## config.mk

```make
export PLATFORM = sky130hd
export DESIGN_NAME = uart_tx_serializer
export DESIGN_NICKNAME = d
export VERILOG_FILES = /design/src/rtl/uart_tx_serializer.sv
export SDC_FILE = /design/constraint.sdc
export NUM_CORES = 1
export LEC_CHECK = 0
export CORE_MARGIN = 1
export CORE_UTILIZATION = 34
export CTS_CLUSTER_DIAMETER = 40
export CTS_CLUSTER_SIZE = 10
export DETAILED_ROUTE_END_ITERATION = 12
export GPL_ROUTABILITY_DRIVEN = 1
export PLACE_DENSITY = 0.65
export SETUP_SLACK_MARGIN = 0.15
export SYNTH_ARGS = -nofsm -noshare
export SYNTH_HDL_FRONTEND = slang
export SYNTH_SLANG_ARGS = --single-unit
export TNS_END_PERCENT = 30
```

## constraint.sdc

```tcl
create_clock -name clk -period 4.55 [get_ports clk]
set_input_delay 1.365 -clock clk [delete_from_list [all_inputs] [get_ports clk]]
set_output_delay 1.365 -clock clk [all_outputs]
set_load 0.03 [all_outputs]
```

## src/rtl/uart_tx_serializer.sv

```systemverilog
// UART transmit serializer: start bit, DATA_W data bits LSB first, stop bit.
// Define UART_TX_PARITY_EN to insert an even-parity bit before the stop bit.
module uart_tx_serializer #(
    parameter int CLKS_PER_BIT = 4,
    parameter int DATA_W       = 8
) (
    input  logic              clk,
    input  logic              rst,
    input  logic              tx_start,
    input  logic [DATA_W-1:0] tx_data,
    output logic              tx,
    output logic              busy,
    output logic              tx_done
);
    localparam int DIV_W = (CLKS_PER_BIT > 1) ? $clog2(CLKS_PER_BIT) : 1;
    localparam int BIT_W = $clog2(DATA_W);
    localparam logic [DIV_W-1:0] DIV_LAST = DIV_W'(CLKS_PER_BIT - 1);
    localparam logic [BIT_W-1:0] BIT_LAST = BIT_W'(DATA_W - 1);

`ifdef UART_TX_PARITY_EN
    typedef enum logic [2:0] {IDLE, START, DATA, PARITY, STOP} state_t;
`else
    typedef enum logic [1:0] {IDLE, START, DATA, STOP} state_t;
`endif

    state_t            state_q, state_d;
    logic [DIV_W-1:0]  div_q, div_d;
    logic [BIT_W-1:0]  bit_q, bit_d;
    logic [DATA_W-1:0] shift_q, shift_d;
    logic              tx_q, tx_d;
    logic              busy_q, busy_d;
    logic              done_q, done_d;
`ifdef UART_TX_PARITY_EN
    logic              par_q, par_d;
`endif
    logic              bit_end;

    assign bit_end = (div_q == DIV_LAST);

    always_comb begin
        state_d = state_q;
        div_d   = div_q;
        bit_d   = bit_q;
        shift_d = shift_q;
        tx_d    = tx_q;
        busy_d  = busy_q;
        done_d  = 1'b0;
`ifdef UART_TX_PARITY_EN
        par_d   = par_q;
`endif
        if (state_q != IDLE) begin
            div_d = bit_end ? '0 : div_q + 1'b1;
        end
        unique case (state_q)
            IDLE: begin
                if (tx_start) begin
                    state_d = START;
                    shift_d = tx_data;
                    bit_d   = '0;
                    div_d   = '0;
                    tx_d    = 1'b0;
                    busy_d  = 1'b1;
`ifdef UART_TX_PARITY_EN
                    par_d   = ^tx_data;
`endif
                end
            end
            START: begin
                if (bit_end) begin
                    state_d = DATA;
                    tx_d    = shift_q[0];
                end
            end
            DATA: begin
                if (bit_end) begin
                    shift_d = shift_q >> 1;
                    bit_d   = bit_q + 1'b1;
                    if (bit_q == BIT_LAST) begin
`ifdef UART_TX_PARITY_EN
                        state_d = PARITY;
                        tx_d    = par_q;
`else
                        state_d = STOP;
                        tx_d    = 1'b1;
`endif
                    end else begin
                        tx_d = shift_q[1];
                    end
                end
            end
`ifdef UART_TX_PARITY_EN
            PARITY: begin
                if (bit_end) begin
                    state_d = STOP;
                    tx_d    = 1'b1;
                end
            end
`endif
            STOP: begin
                if (bit_end) begin
                    state_d = IDLE;
                    tx_d    = 1'b1;
                    busy_d  = 1'b0;
                    done_d  = 1'b1;
                end
            end
            default: begin
                state_d = IDLE;
                tx_d    = 1'b1;
                busy_d  = 1'b0;
            end
        endcase
    end

    always_ff @(posedge clk or posedge rst) begin
        if (rst) begin
            state_q <= IDLE;
            div_q   <= '0;
            bit_q   <= '0;
            shift_q <= '0;
            tx_q    <= 1'b1;
            busy_q  <= 1'b0;
            done_q  <= 1'b0;
`ifdef UART_TX_PARITY_EN
            par_q   <= 1'b0;
`endif
        end else begin
            state_q <= state_d;
            div_q   <= div_d;
            bit_q   <= bit_d;
            shift_q <= shift_d;
            tx_q    <= tx_d;
            busy_q  <= busy_d;
            done_q  <= done_d;
`ifdef UART_TX_PARITY_EN
            par_q   <= par_d;
`endif
        end
    end

    assign tx      = tx_q;
    assign busy    = busy_q;
    assign tx_done = done_q;

endmodule

```

==> impl_metrics.env <==
export IMPL_outcome="finished clean"
export IMPL_synth_area_mm2=0.00112
export IMPL_antenna_found_initial=0
export IMPL_tightest_slew_ps=823
export IMPL_hpwl_mm=1.40
export IMPL_clockBufferDepth=2
export IMPL_syn_avg_cell_area_um2=12.3
export IMPL_antenna_cells=0
export IMPL_wire_per_inst_um=12.8
export IMPL_core_area_mm2=0.00308
export IMPL_power_density_mw_per_mm2=678
export IMPL_cts_resized_gates=0
export IMPL_grt_max_degree=19
export IMPL_post_route_cell_area_mm2=0.00129
export IMPL_layout_common_cells="dfrtp_1, clkdlybuf4s50_1, mux2_4"
export IMPL_dieArea_mm2=0.00353
export IMPL_grt_usage=0.124
export IMPL_die_h_um=59.4
export IMPL_cp_num_buf_inv=1
export IMPL_power_leakage_nw=0.574
export IMPL_grt_pass1_vias=725
export IMPL_synthDistinctLibCells=32
export IMPL_dr_pass1_iters=4
export IMPL_cp_end_kind="primary output"
export IMPL_cts_hold_buf=0
export IMPL_rsz0062_at_grt="false"
export IMPL_drive_above_1_share=0.252
export IMPL_ys_seq_elements=18
export IMPL_place_area_mm2=0.00126
export IMPL_cts_root_buf="clkbuf_4"
export IMPL_routed_wl_mm=1.89
export IMPL_cp_arrival_ps=1470
export IMPL_worstPathRequired_ps=3180
export IMPL_die_w_um=59.4
export IMPL_cp_top_family="buffers and inverters"
export IMPL_path_clk_slew_ps=110
export IMPL_r2r_slack_ps=2380
export IMPL_overflow=0
export IMPL_min_delay_path_depth=2
export IMPL_vias=724
export IMPL_cts_htree_levels=1
export IMPL_io_buffers=13
export IMPL_finalNetCount=122
export IMPL_start_util=0.364
export IMPL_cts_sinks=18
export IMPL_hp_class="reg2reg"
export IMPL_seq_area_frac_synth=0.403
export IMPL_period_needed_ps=2830
export IMPL_syn_nets=109
export IMPL_max_cap_violations=0
export IMPL_setup_viol=0
export IMPL_io_pins=14
export IMPL_path_max_fanout=2
export IMPL_drt_iter0_markers=12
export IMPL_finalClockSkew_ps=13.7
export IMPL_row_count=20
export IMPL_cpPeakStageDelay_ps=660
export IMPL_post_route_period_util=0.622
export IMPL_ir_drop_mv=0.169
export IMPL_cts_setup_buffers=0
export IMPL_ys_warn_count=0
export IMPL_syn_inst=91
export IMPL_hp_start="div_q[1]"
export IMPL_rr_worst_depth=5
export IMPL_setup_tns_ps=0
export IMPL_worstSetupStartpointType="flip-flop"
export IMPL_slew_limit_headroom=0.452
export IMPL_fillers=300
export IMPL_r2r_end="shift_q[1]"
export IMPL_cts_tree="done"
export IMPL_worstHoldEndpoint="div_q[1]"
export IMPL_setup_slack_ps=1720
export IMPL_hold_viol_final=0
export IMPL_crit_slowest_cell="clkdlybuf4s50_1"
export IMPL_crit_chain="clkdlybuf4s50_1"
export IMPL_remaining_drc_errors=0
export IMPL_antenna_left=0
export IMPL_max_freq_mhz=353
export IMPL_final_common_cell="dfrtp_1"
export IMPL_place_gp_congestion=0.781
export IMPL_grt_first_pass_wirelength_mm=3.26
export IMPL_insertion_delay_ps=290
export IMPL_critical_path_class="reg2out"
export IMPL_r2r_start="state_q[0]"
export IMPL_drt_vias_per_instance=4.93
export IMPL_drv_slew=0
export IMPL_synthToLayoutAreaGrowth_pct=15.3
export IMPL_pre_cts_ws_ps=1690
export IMPL_numCtsBuffers=3
[registers in the layout, summed over array words and instances, names as in the netlist]
signal / flops
busy: 1
tx: 1
tx_done: 1
state_q: 2
bit_q: 3
shift_q: 8
div_q: 2
[area by class of cell]
| type | count | area, um^2 | share of cell area |
|---|---|---|---|
| clock buffers | 4 | 26.3 | 0.0203 |
| inverters | 6 | 22.5 | 0.0174 |
| multi-input cells | 62 | 606 | 0.469 |
| flip-flops and latches | 18 | 452 | 0.350 |
| well taps | 44 | 55.1 | 0.0426 |
| repair buffers | 13 | 130 | 0.101 |
[synthesized netlist by cell type, drive strengths merged]
cell | n | area [um^2]
a21oi | 5 | 25.0
o31ai | 1 | 7.51
o221a | 1 | 11.3
o2bb2ai | 1 | 8.76
mux2i | 3 | 42.5
buf | 5 | 40.0
a221o | 1 | 10.0
inv | 6 | 22.5
mux2 | 16 | 225
o32a | 1 | 10.0
nor2 | 1 | 20.0
o221ai | 2 | 17.5
a31o | 1 | 8.76
a22o | 1 | 8.76
dfstp | 1 | 26.3
nand2b | 2 | 12.5
o21ai | 3 | 15.0
ha | 7 | 87.6
a31oi | 2 | 12.5
nor3 | 1 | 5.00
nand3b | 1 | 7.51
and3 | 2 | 12.5
dfrtp | 17 | 425
nand2 | 5 | 18.8
nor2b | 4 | 32.5
and2 | 1 | 6.26
[through the flow]
stage	total power, mW	util	cells	hold WS (ps)
floorplan	0.722	-	91	454
global placement	0.779	0.411	143	477
detailed placement	0.803	0.411	143	490
CTS	0.886	0.420	147	519
global route	0.946	0.420	147	547
finish	0.875	0.420	147	510
[where the power goes]
part / switching (mW) / internal, mW
registers: 0.0496 / 0.237
logic: 0.230 / 0.278
clock network: 0.0460 / 0.0340
[metal layers]
metal / part of all wire / global-route usage / up-vias
met5: 0 / 0 / -
met4: 0.014 / 0.0612 / 0
met3: 0.026 / 0.0218 / 2
met2: 0.49 / 0.199 / 12
met1: 0.46 / 0.159 / 359
li1: - / - / 351
[how the worst max path moves through the flow]
| stage | cells after the start | slack (ps) | start | end |
|---|---|---|---|---|
| 2_1_floorplan | 4 | 2290 | tx_start | state_q[1] |
| 3_3_place_gp | 4 | 1720 | tx_start | state_q[1] |
| 3_5_place_dp | 4 | 1690 | tx_start | shift_q[5] |
| 4_1_cts | 1 | 1700 | tx | tx |
| 5_1_grt | 1 | 1670 | tx | tx |
| 6_report | 1 | 1720 | tx | tx |
[logic make-up after synthesis]
family	share of synthesized area
fa+ha+maj	0.0782
compound gates	0.121
flops	0.403
simple gates	0.103
buf+inv	0.0559
mux	0.239
(Power assumes the default switching activity.)
